### src/rtl/parity_check_receiver.sv
// Serial frame receiver: start bit, 8 data bits LSB first, one parity bit, one stop bit.
// One bit is taken per bit_en strobe; completed frames are reported with a one-cycle data_valid.
module parity_check_receiver #(
  parameter int PARITY_ODD = 0
) (
  input  logic       clk,
  input  logic       rst_n,
  input  logic       serial_in,
  input  logic       bit_en,
  input  logic       clear_err,
  output logic [7:0] data_out,
  output logic       data_valid,
  output logic       parity_error,
  output logic       frame_error,
  output logic [7:0] err_count,
  output logic       busy,
  output logic [1:0] state_dbg
);

  typedef enum logic [1:0] {
    S_IDLE   = 2'd0,
    S_DATA   = 2'd1,
    S_PARITY = 2'd2,
    S_STOP   = 2'd3
  } state_t;

  localparam logic ODD = (PARITY_ODD != 0);

  state_t     state;
  logic [2:0] bit_cnt;
  logic [7:0] shift_reg;
  logic       mismatch;
  logic       frame_done;
  logic       frame_bad;

  // Stop bit is being sampled on this edge; the frame is bad on parity or framing error.
  assign frame_done = bit_en && (state == S_STOP);
  assign frame_bad  = mismatch || !serial_in;

  assign busy      = (state != S_IDLE);
  assign state_dbg = state;

  always_ff @(posedge clk or negedge rst_n) begin
    if (!rst_n) begin
      state        <= S_IDLE;
      bit_cnt      <= 3'd0;
      shift_reg    <= 8'h00;
      mismatch     <= 1'b0;
      data_out     <= 8'h00;
      data_valid   <= 1'b0;
      parity_error <= 1'b0;
      frame_error  <= 1'b0;
      err_count    <= 8'h00;
    end else begin
      data_valid <= 1'b0;
      if (bit_en) begin
        case (state)
          S_IDLE: begin
            if (!serial_in) begin
              state   <= S_DATA;
              bit_cnt <= 3'd0;
            end
          end
          S_DATA: begin
            shift_reg[bit_cnt] <= serial_in;
            bit_cnt            <= bit_cnt + 3'd1;
            if (bit_cnt == 3'd7) state <= S_PARITY;
          end
          S_PARITY: begin
            mismatch <= serial_in ^ (^shift_reg) ^ ODD;
            state    <= S_STOP;
          end
          S_STOP: begin
            data_out     <= shift_reg;
            parity_error <= mismatch;
            frame_error  <= !serial_in;
            data_valid   <= 1'b1;
            state        <= S_IDLE;
          end
          default: state <= S_IDLE;
        endcase
      end

      // A clear on the same edge as an error increment wins.
      if (clear_err) begin
        err_count <= 8'h00;
      end else if (frame_done && frame_bad && (err_count != 8'hFF)) begin
        err_count <= err_count + 8'd1;
      end
    end
  end

endmodule

### config.mk
export PLATFORM = sky130hd
export DESIGN_NAME = parity_check_receiver
export DESIGN_NICKNAME = d
export VERILOG_FILES = /design/src/rtl/parity_check_receiver.sv
export SDC_FILE = /design/constraint.sdc
export NUM_CORES = 1
export LEC_CHECK = 0
export CORE_MARGIN = 3
export CORE_UTILIZATION = 55
export CTS_BUF_LIST = sky130_fd_sc_hd__clkbuf_4 sky130_fd_sc_hd__clkbuf_8
export DETAILED_ROUTE_END_ITERATION = 7
export PLACE_DENSITY = 0.84
export SYNTH_ARGS = -nofsm -noshare
export SYNTH_HDL_FRONTEND = slang
export SYNTH_SLANG_ARGS = --single-unit
### constraint.sdc
create_clock -name clk -period 3.2 [get_ports clk]
set_input_delay 0.8 -clock clk [delete_from_list [all_inputs] [get_ports clk]]
set_output_delay 0.8 -clock clk [all_outputs]
set_load 0.02 [all_outputs]
==> results of run 1 <==
==> routing by layer <==
layer  share of wire [%]  global-route usage, %  up-vias
met5                   0                      0        -
met4                 1.4                   7.77        0
met3                 4.1                   5.45        5
met2                  50                   31.5       24
met1                  44                   26.1      552
li1                    -                      -      550
==> power groups by stage <==
stage / registers, mW / logic [mW] / clock network [mW]
after CTS: 0.619 / 0.602 / 0.244
after global routing: 0.633 / 0.657 / 0.266
final: 0.617 / 0.594 / 0.237
after global placement: 0.619 / 0.578 / 0
after detailed placement: 0.627 / 0.602 / 0
after floorplan: 0.679 / 0.326 / 0
==> stage by stage <==
step	instance area [um2]	total power [mW]	cells	setup slack [ps]	utilization [%]
3_5_place_dp	1850	1.23	189	479	71.3
6_report	1910	1.45	196	630	73.6
2_1_floorplan	1560	1.00	135	1420	-
4_1_cts	1910	1.47	196	612	73.6
5_1_grt	1910	1.56	196	521	73.6
3_3_place_gp	1850	1.20	189	603	71.3
==> layout by cell type, fill, tap and decap left out, drive strengths merged <==
cell type and instances:
a21boi 1, a21oi 6, a32o 2, buf 1, clkbuf 7, clkdlybuf4s50 26, dfrtp 33, ha 7
inv 7, mux2 12, mux2i 1, nand2 10, nand2b 2, nand3 5, nand3b 1, nand4 1
nor2 3, nor3 2, o21ai 15, o221ai 1, o31ai 9, or3 3, or4 3, xnor2 5
xnor3 1, xor2 2
==> cell families (layout without fill, tap and decap cells) <==
| kind of cell | after synthesis | in the layout | share of synthesized area [%] |
|---|---|---|---|
| AOI/OAI and AO/OA | 34 | 34 | 14.0 |
| xor gates and xnor gates | 8 | 8 | 5.37 |
| adders and majority gates | 7 | 7 | 5.61 |
| buffers and inverters | 10 | 41 | 2.89 |
| DFF | 33 | 33 | 52.9 |
| muxes | 13 | 13 | 9.30 |
| and+or+nand+nor | 30 | 30 | 9.86 |
==> area by class of cell <==
cell class / count / area [um2] / area share (%)
Clock buffer: 7 / 58.8 / 3.09
Sequential cell: 33 / 826 / 43.3
Multi-Input combinational cell: 92 / 689 / 36.2
Timing Repair Buffer: 27 / 268 / 14.1
Inverter: 7 / 26.3 / 1.38
Tap cell: 30 / 37.5 / 1.97
==> critical path, delay by kind of cell, from the launching register on <==
| family | cells | cell delay [ps] |
|---|---|---|
| buf+inv | 3 | 750 |
| flops | 1 | 430 |
| fa+ha+maj | 1 | 260 |
==> worst min-delay path by stage <==
stage | from | end | slack (ps) | cells after the start
after detailed placement | data_out[4]$_DFFE_PN0P_ | data_out[4]$_DFFE_PN0P_ | 490 | 1
after floorplan | mismatch$_DFFE_PN0P_ | mismatch$_DFFE_PN0P_ | 480 | 2
after global routing | data_out[1]$_DFFE_PN0P_ | data_out[1]$_DFFE_PN0P_ | 540 | 1
final | data_out[5]$_DFFE_PN0P_ | data_out[5]$_DFFE_PN0P_ | 510 | 1
after global placement | frame_error$_DFFE_PN0P_ | frame_error$_DFFE_PN0P_ | 470 | 2
after CTS | data_out[4]$_DFFE_PN0P_ | data_out[4]$_DFFE_PN0P_ | 510 | 1
==> summary.md, run 1 <==
| Metric | Value |
|---|---|
| Port Buffer Count | 26 |
| Leak | 0.848 nW |
| Post-CTS setup buffer count | 0 |
| Largest net degree at the start of global routing | 34 |
| GRT overflow | 0 |
| Req. time, crit path | 2400 ps |
| Syn avg cell area | 11.6 um2 |
| Setup Crit Path Kind | flip-flop to primary output |
| Detailed Route Iter0 Violations | 47 |
| Logic pwr share | 41.0% |
| Sequential area share after synthesis | 52.9% |
| Unique cell type count in the Yosys netlist | 28 |
| Crit share post-route | 80.3% |
| # setup viols final | 0 |
| Die area | 3510 um2 |
| Vias in the first global route | 1125 |
| GRT Total Usage | 20.0% |
| Num Clock Sinks | 33 |
| Count leader, synth | dfrtp_1 |
| Clk pwr share | 16.4% |
| Crit path capture type | primary output |
| Most frequent CP cell | inv_1 |
| CTS tree | yes |
| Slowest-stage cell, CP | clkdlybuf4s50_1 |
| Avg Vias per Cell | 5.77 |
| RSZ-0062 raised after global routing | no |
| FF-to-FF Start | state_dbg[0]$_DFFE_PN0P_ |
| HPWL after DPL | 2220 um |
| H-tree levels | 2 |
| Final Hold Fails | 0 |
| Synthesis Warnings | 0 |
| Worst-case clock buffer depth | 2 |
| Crit Path Max Fanout | 5 |
| Worst setup path startpoint | state_dbg[0]$_DFFE_PN0P_ |
| Critical Path Max Stage Delay | 590 ps |
| Least-Margin Pin Slew | 572 ps |
| Worst ir drop on vdd | 0.671 mV |
| Antenna violations before repair | 0 |
| Hold Crit Class | flip-flop to flip-flop |
| CP endpoint | busy |
| Max-Cap Viols | 0 |
| Pwr per Cell Area | 760 nW/um2 |
| Final WL | 2950 um |
| CTS Buf Count | 5 |
| Final GP Congestion | 0.762 |
| Post-route antenna net violation count | 0 |
| TNS Setup | 0 ps |
| Net Sw Frac | 35.0% |
| DRC Markers | 0 |
| PostCTS Resize Cnt | 0 |
| Top post-synthesis cells by count | 33 x dfrtp_1, 15 x o21ai_0, 12 x mux2_2 |
| Switching power | 0.507 mW |
| Die width | 59.3 um |
| Hold_ws | 514 ps |
| DRT Pass-1 Iters | 4 |
| FF-to-FF setup slack | 1240 ps |
| Share of cells above drive strength 1 | 15.1% |
| Final Slew Violations | 0 |
| Area delta synth->final | 22.1% |
| R2R depth | 6 |
| CTS Hold Buffers Added | 0 |
| CP cell instances | inv_1, ha_1, inv_1, clkdlybuf4s50_1 |
| Die Y | 59.3 um |
| Number of synthesized flops with an enable pin | 0 |
| Synth Cell Area | 1560 um2 |
| Worst r2r dst | err_count[5]$_DFFE_PN0P_ |
| Starting Density | 60.2% |
| Routed wire length per instance | 15.1 um |
| Clock slew at reported path FFs | 90 ps |
| First-pass GRT wire length | 5190 um |
| Synth area leaders | dfrtp_1 53%, mux2_2 8.7%, ha_1 5.6%, o21ai_0 4.8%, o31ai_1 4.3% |
| Main synth FF type | dfrtp_1 |
| Post-synthesis cell count | 135 |
| Final net count | 178 |
| Via Count | 1131 |
| Filler cells | 194 |
| CP Launch Type | flip-flop |
| CP arrival | 1770 ps |
| IO Count | 27 |
| Sequential fraction of design power | 42.6% |
| Most area-hungry cell type in the Yosys netlist | dfrtp_1 |
| Share of the synthesized area in the top cell type | 52.9% |
| Asr flop ratio synth | 100% |
| Total core area | 2590 um2 |
| Fin crit period | 2570 ps |
| Clock Latency Late Sink | 320 ps |
| CTS Root Cell | clkbuf_4 |
| #FFs+latches synth | 33 |
| Fmax | 389 MHz |
| Final Skew | 6.12 ps |
| Post-Syn Nets | 147 |
| Antenna diode count | 0 |
| Row cnt | 18 |
| Pint | 0.942 mW |
| Max-slew headroom | 61.8% |
| Run status | finished clean |
Note: power is estimated with default switching activity, not from simulation.
==> run 2, diff against run 1 <==
- CORE_UTILIZATION: 55 -> 49
- PLACE_DENSITY: 0.84 -> 0.79
- clock period: 3.2 -> 2.2 ns (I/O delays scaled with it)
==> run 2 against run 1 <==
Against the previous run:
- total power is 47% higher
- global-route usage decreased by 3.0 points
- highest routed layer unchanged
- core utilization decreased by 6.1 points
- clock power is 49% higher
==> summary.md, run 2 (synthesized netlist as in run 1, its figures left out) <==
| Metric | Value |
|---|---|
| Run status | finished clean |
| CTS Hold Buffers Added | 0 (unchanged) |
| Final GP Congestion | 0.762 (about the same) |
| Switching power | 0.746 mW (+47%) |
| Die area | 3900 um2 (+11%) |
| Final net count | 183 (+2.8%) |
| Req. time, crit path | 1650 ps (-750 ps) |
| Pwr per Cell Area | 1090 nW/um2 (+43%) |
| Pint | 1.38 mW (+46%) |
| Final Skew | 1.15 ps (-4.98 ps) |
| Final std cells w/o fill | 213 (+8.7%) |
| Buf/Inv on CP | 3 (unchanged) |
| Most frequent CP cell | inv_1 |
| Top delay family on crit path | buffers and inverters |
| Num Clock Sinks | 33 (unchanged) |
| RSZ-0062 raised after global routing | no |
| GRT Total Usage | 17.0% (-3.0 points) |
| Antenna violations before repair | 0 (unchanged) |
| Most frequent cells in the layout | 33 x dfrtp_1, 25 x clkdlybuf4s50_1, 15 x o21ai_0 |
| Sequential fraction of design power | 42.2% (-0.4 points) |
| Filler cells | 245 (+26%) |
| GRT overflow | 0 (unchanged) |
| Via Count | 1159 (+2.5%) |
| Row cnt | 19 (+1) |
| CP arrival | 1490 ps (-280 ps) |
| Fin crit period | 2040 ps |
| Inst Count DP | 206 (+9.0%) |
| Slowest-stage cell, CP | dfrtp_1 |
| Final Hold Fails | 0 (unchanged) |
| Net Sw Frac | 35.1% (+0.12 points) |
| Least-Margin Pin Slew | 411 ps (-161 ps) |
| First-pass GRT wire length | 5130 um (-1.2%) |
| Vias in the first global route | 1117 (-0.71%) |
| Total core area | 2900 um2 (+12%) |
| Logic pwr share | 41.2% (+0.2 points) |
| Clock Latency Late Sink | 330 ps (about the same) |
| Avg Vias per Cell | 5.44 (-5.7%) |
| Crit share post-route | 92.9% |
| Fmax | 489 MHz |
| Antenna diode count | 0 (unchanged) |
| Max-Cap Viols | 0 (unchanged) |
| Hold Crit Class | flip-flop to flip-flop |
| CP Launch Type | flip-flop |
| Critical Path Max Stage Delay | 430 ps (-160 ps) |
| Worst ir drop on vdd | 0.823 mV (+23%) |
| Largest net degree at the start of global routing | 34 (unchanged) |
| Placement Setup Slack | 22.5 ps (-456 ps) |
| Crit Path Max Fanout | 5 (unchanged) |
| Tot Pwr | 2.12 mW (+47%) |
| Clock slew at reported path FFs | 90 ps (about the same) |
| Footprint of the multi-input gates | 689 um2 (unchanged) |
| Routed wire length per instance | 14.2 um (-6.0%) |
| Crit path capture type | primary output |
| Die Y | 62.4 um (+5.3%) |
| Final Slew Violations | 0 (unchanged) |
| CTS tree | yes |
| Post-route antenna net violation count | 0 (unchanged) |
| IO Count | 27 (unchanged) |
| CP cell instances | inv_1, ha_1, inv_1, dlygate4sd2_1 |
| # setup viols final | 0 (unchanged) |
| Max-slew headroom | 72.6% (+11 points) |
| Port Buffer Count | 26 (unchanged) |
| Worst setup margin | 156 ps (-474 ps) |
| Die width | 62.4 um (+5.3%) |
| Final Instance Area | 1960 um2 (+2.7%) |
| Starting Density | 53.8% (-6.4 points) |
| CTS Buf Count | 5 (unchanged) |
| H-tree levels | 2 (unchanged) |
| Commonest non-fill, non-tap cell in the layout | dfrtp_1 |
| Final WL | 3010 um (+2.1%) |
| Area delta synth->final | 25.4% |
| Leak | 0.869 nW (+2.6%) |
| CTS Root Cell | clkbuf_4 |
| Share of cells above drive strength 1 | 17.5% (+2.5 points) |
| Util after Layout | 67.5% (-6.1 points) |
| DRT Pass-1 Iters | 5 (+1) |
| Worst-case clock buffer depth | 2 (unchanged) |
| Hold_ws | 484 ps (-30.2 ps) |
| TNS Setup | 0 ps (unchanged) |
| Clk pwr share | 16.6% (+0.2 points) |
| Register Area | 826 um2 (unchanged) |
| DRC Markers | 0 (unchanged) |
| HPWL after DPL | 2240 um (+0.91%) |
| Setup Crit Path Kind | flip-flop to primary output |
| Detailed Route Iter0 Violations | 42 (-11%) |
| Placement Cell Area | 1900 um2 (+2.8%) |
[run 2: changes by cell type in the layout (fill, tap and decap cells not counted)]
cell             previous run  this run
buf_4                       1         6
clkdlybuf4s50_1            26        25
dlygate4sd2_1               0         1
[run 2: layer usage]
| layer | vias up | track usage (%) | share of wire [%] |
|---|---|---|---|
| met1 | 557 | 20.8 | 45 |
| met3 | 6 | 5.04 | 5.2 |
| li1 | 560 | - | - |
| met5 | - | 0 | 0 |
| met2 | 36 | 27.2 | 48 |
| met4 | 0 | 8.54 | 1.9 |
[run 2: what timing repair did]
action,4_1_cts,5_1_grt
resized for setup,1,0
endpoints found under the setup margin,1,0
buffers inserted,0,0
[run 2: power by group through the flow]
stage,clock (mW),combinational [mW],sequential (mW)
final,0.353,0.875,0.897
after global routing,0.389,0.971,0.927
after CTS,0.366,0.888,0.900
after detailed placement,0,0.893,0.912
after global placement,0,0.862,0.900
after floorplan,0,0.474,0.988
[run 2: worst register-to-register path, cell delays in order (launching register included)]
cell and delay, ps:
dfrtp_1 430, ha_1 270, nand3_1 120, o221ai_2 190
buf_4 220, or3_1 300, a21oi_1 150
[run 2: worst paths after layout]
check	slack, ps	start	endpoint	depth (start not counted)
max in group asynchronous	1300	rst_n	shift_reg[0]$_DFFE_PN0P_	2
min reg2reg	480	frame_error$_DFFE_PN0P_	frame_error$_DFFE_PN0P_	2
max	160	state_dbg[0]$_DFFE_PN0P_	busy	4
min in group asynchronous	610	rst_n	err_count[4]$_DFFE_PN0P_	2
max reg2reg	460	err_count[0]$_DFFE_PN0P_	err_count[2]$_DFFE_PN0P_	6
min	480	frame_error$_DFFE_PN0P_	frame_error$_DFFE_PN0P_	2
[run 2: area by class of cell]
cell class,instances,area share (%)
Inverter,7,1.34
Clock buffer,7,3.01
Multi-Input combinational cell,92,35.2
Tap cell,42,2.69
Sequential cell,33,42.2
Timing Repair Buffer,32,15.5
==> run 3, diff against run 2 <==
- ABC_AREA: default -> 1
- CORE_UTILIZATION: 49 -> 50
- CTS_CLUSTER_SIZE: default -> 10
- GPL_ROUTABILITY_DRIVEN: default -> 0
==> run 3 against run 2 <==
Against the previous run:
- synthesized area increased by 14%
- clock power increased by 38%
- fmax decreased by 1.5%
- first-iteration DRC count increased to 2.6 times the previous value
- clock skew increased by 15 ps
- critical path type unchanged
==> summary.md, run 3 <==
| Metric | Value |
|---|---|
| Run status | finished clean |
| Synth area leaders | dfrtp_1 46%, nand2_1 12%, inv_1 5.5%, nand3_1 5.3%, ha_1 4.9% |
| Worst ir drop on vdd | 0.891 mV (+8.2%) |
| Largest net degree at the start of global routing | 34 (unchanged) |
| Final Skew | 16.3 ps (+15.1 ps) |
| Final Slew Violations | 0 (unchanged) |
| DRT Pass-1 Iters | 4 (-1) |
| Pwr per Cell Area | 1140 nW/um2 (+5.0%) |
| # setup viols final | 0 (unchanged) |
| Filler cells | 283 (+16%) |
| Worst setup margin | 125 ps (-31.1 ps) |
| Count leader, synth | nand2_1 |
| CTS Buf Count | 5 (unchanged) |
| RSZ-0062 raised after global routing | no |
| Req. time, crit path | 1650 ps (about the same) |
| Via Count | 1470 (+27%) |
| Clock slew at reported path FFs | 100 ps (about the same) |
| #FFs+latches synth | 33 (unchanged) |
| Util after Layout | 65.0% (-2.5 points) |
| Clock Latency Late Sink | 350 ps (+20 ps) |
| Port Buffer Count | 26 (unchanged) |
| Footprint of the multi-input gates | 822 um2 (+19%) |
| Number of synthesized flops with an enable pin | 0 (unchanged) |
| DRC Markers | 0 (unchanged) |
| Sequential area share after synthesis | 46.3% (-6.7 points) |
| Final WL | 3350 um (+11%) |
| Top delay family on crit path | buffers and inverters |
| Antenna diode count | 0 (unchanged) |
| Die area | 4320 um2 (+11%) |
| Die Y | 65.8 um (+5.3%) |
| Most frequent cells in the layout | 58 x nand2_1, 33 x dfrtp_1, 26 x inv_1 |
| Setup Crit Path Kind | flip-flop to primary output |
| Buf/Inv on CP | 1 (-2) |
| CP Launch Type | flip-flop |
| Share of the synthesized area in the top cell type | 46.3% (-6.7 points) |
| Area delta synth->final | 23.3% |
| WHS Path Cells | 2 (unchanged) |
| Fmax | 482 MHz (-1.5%) |
| Asr flop ratio synth | 100% (unchanged) |
| R2R depth | 6 (unchanged) |
| TNS Setup | 0 ps (unchanged) |
| Antenna violations before repair | 0 (unchanged) |
| Hold Crit Endpoint | parity_error$_DFFE_PN0P_ |
| Max-slew headroom | 72.3% (-0.25 points) |
| First-pass GRT wire length | 5750 um (+12%) |
| Final net count | 258 (+41%) |
| Crit share post-route | 94.3% (+1.4 points) |
| Detailed Route Iter0 Violations | 108 (+160%) |
| Post-synthesis cell count | 213 (+58%) |
| Vias in the first global route | 1357 (+21%) |
| Placement Setup Slack | 275 ps (+252 ps) |
| Critical Path Max Stage Delay | 660 ps (+230 ps) |
| CTS Hold Buffers Added | 0 (unchanged) |
| Avg Vias per Cell | 5.02 (-7.8%) |
| Final Hold Fails | 0 (unchanged) |
| GRT overflow | 0 (unchanged) |
| Max-Cap Viols | 0 (unchanged) |
| Leak | 1.09 nW (+26%) |
| Top post-synthesis cells by count | 58 x nand2_1, 33 x dfrtp_1, 26 x inv_1 |
| Most area-hungry cell type in the Yosys netlist | dfrtp_1 |
| Worst Hold Launch | parity_error$_DFFE_PN0P_ |
| Crit path capture type | primary output |
| Die width | 65.8 um (+5.3%) |
| Hold Crit Class | flip-flop to flip-flop |
| Slowest-stage cell, CP | clkdlybuf4s50_1 |
| Total core area | 3390 um2 (+17%) |
| Routed wire length per instance | 11.4 um (-19%) |
| Fin crit period | 2080 ps (+31.1 ps) |
| Share of cells above drive strength 1 | 13.8% (-3.8 points) |
| Post-CTS setup buffer count | 0 (unchanged) |
| Tot Pwr | 2.51 mW (+18%) |
| CTS Root Cell | clkbuf_4 |
| Syn avg cell area | 8.38 um2 (-27%) |
| Commonest non-fill, non-tap cell in the layout | nand2_1 |
| Unique cell type count in the Yosys netlist | 28 (unchanged) |
| Row cnt | 21 (+2) |
| FF-to-FF Start | state_dbg[1]$_DFFE_PN0P_ |
| Synth Cell Area | 1790 um2 (+14%) |
| Post-route antenna net violation count | 0 (unchanged) |
| Post-Syn Nets | 225 (+53%) |
| CP cell instances | clkdlybuf4s50_1 |
| CTS tree | yes |
| Least-Margin Pin Slew | 415 ps (+3.78 ps) |
| Register Area | 826 um2 (unchanged) |
| Synthesis Warnings | 0 (unchanged) |
| IO Count | 27 (unchanged) |
| PostCTS Resize Cnt | 1 (unchanged) |
| Worst r2r dst | shift_reg[2]$_DFFE_PN0P_ |
| Worst-case clock buffer depth | 2 (unchanged) |
| Starting Density | 52.7% (-1.1 points) |
| HPWL after DPL | 2450 um (+9.3%) |
| FF-to-FF setup slack | 690 ps (+230 ps) |
| Crit Path Max Fanout | 9 (+4) |
| CP arrival | 1530 ps (+40 ps) |
| GRT Total Usage | 17.2% (+0.19 points) |
| H-tree levels | 2 (unchanged) |
| Num Clock Sinks | 33 (unchanged) |
| Main synth FF type | dfrtp_1 |
[run 3: changes by cell type after synthesis, moves of 4 or more]
cell and delta:
a31oi_1 +8, inv_1 +21, mux2_2 -12, nand2_1 +49, nand2_2 +4, nand3_1 +14
o21ai_2 +7, o31ai_1 -9
[run 3: through the flow]
step	hold WS [ps]	instance area [um2]	std cells
after floorplan	254	1790	213
after global placement	464	2110	285
after detailed placement	472	2110	285
after CTS	495	2200	293
after global routing	507	2200	293
final	490	2200	293
[run 3: worst register-to-register path, stage by stage (launching register included)]
cell,delay [ps]
dfrtp_1,430
inv_1,110
ha_1,260
nand2_1,130
nor2_2,270
a21oi_1,110
a31oi_1,160
[run 3: cell families after synthesis]
family          synth area share (%)
compound gates                  13.9
fa+ha+maj                       4.91
xor+xnor                        1.47
flops                           46.3
simple gates                    25.8
buf+inv                         7.71
[run 3: cell type report]
cell class                 count  share of cell area (%)
inverter                      27                    4.83
sequential                    33                    37.5
multi-input combinational    149                    37.3
clock inverter                 1                    1.36
timing repair buffer          30                    13.7
clock buffer                   7                    2.67
tap                           46                    2.61
[run 3: routing by layer]
layer  vias to the layer above  GRT usage, %  share of wire (%)
met1                       676          23.5                 50
met2                        25          24.4                 44
li1                        763             -                  -
met4                         0          8.29                1.9
met5                         -             0                  0
met3                         6          5.30                4.4
[run 3: how the worst max path moves through the flow]
stage	cells past startpoint	from	endpoint	slack, ps
2_1_floorplan	3	state_dbg[0]$_DFFE_PN0P_	busy	700
3_3_place_gp	8	serial_in	err_count[5]$_DFFE_PN0P_	290
3_5_place_dp	8	serial_in	err_count[7]$_DFFE_PN0P_	280
4_1_cts	1	err_count[4]$_DFFE_PN0P_	err_count[4]	100
5_1_grt	1	err_count[4]$_DFFE_PN0P_	err_count[4]	30
6_report	1	err_count[4]$_DFFE_PN0P_	err_count[4]	120
[run 3: where the power goes]
| group | internal (mW) | switching [mW] | total (mW) |
|---|---|---|---|
| registers | 0.796 | 0.173 | 0.969 |
| logic | 0.446 | 0.609 | 1.05 |
| clock network | 0.284 | 0.204 | 0.487 |
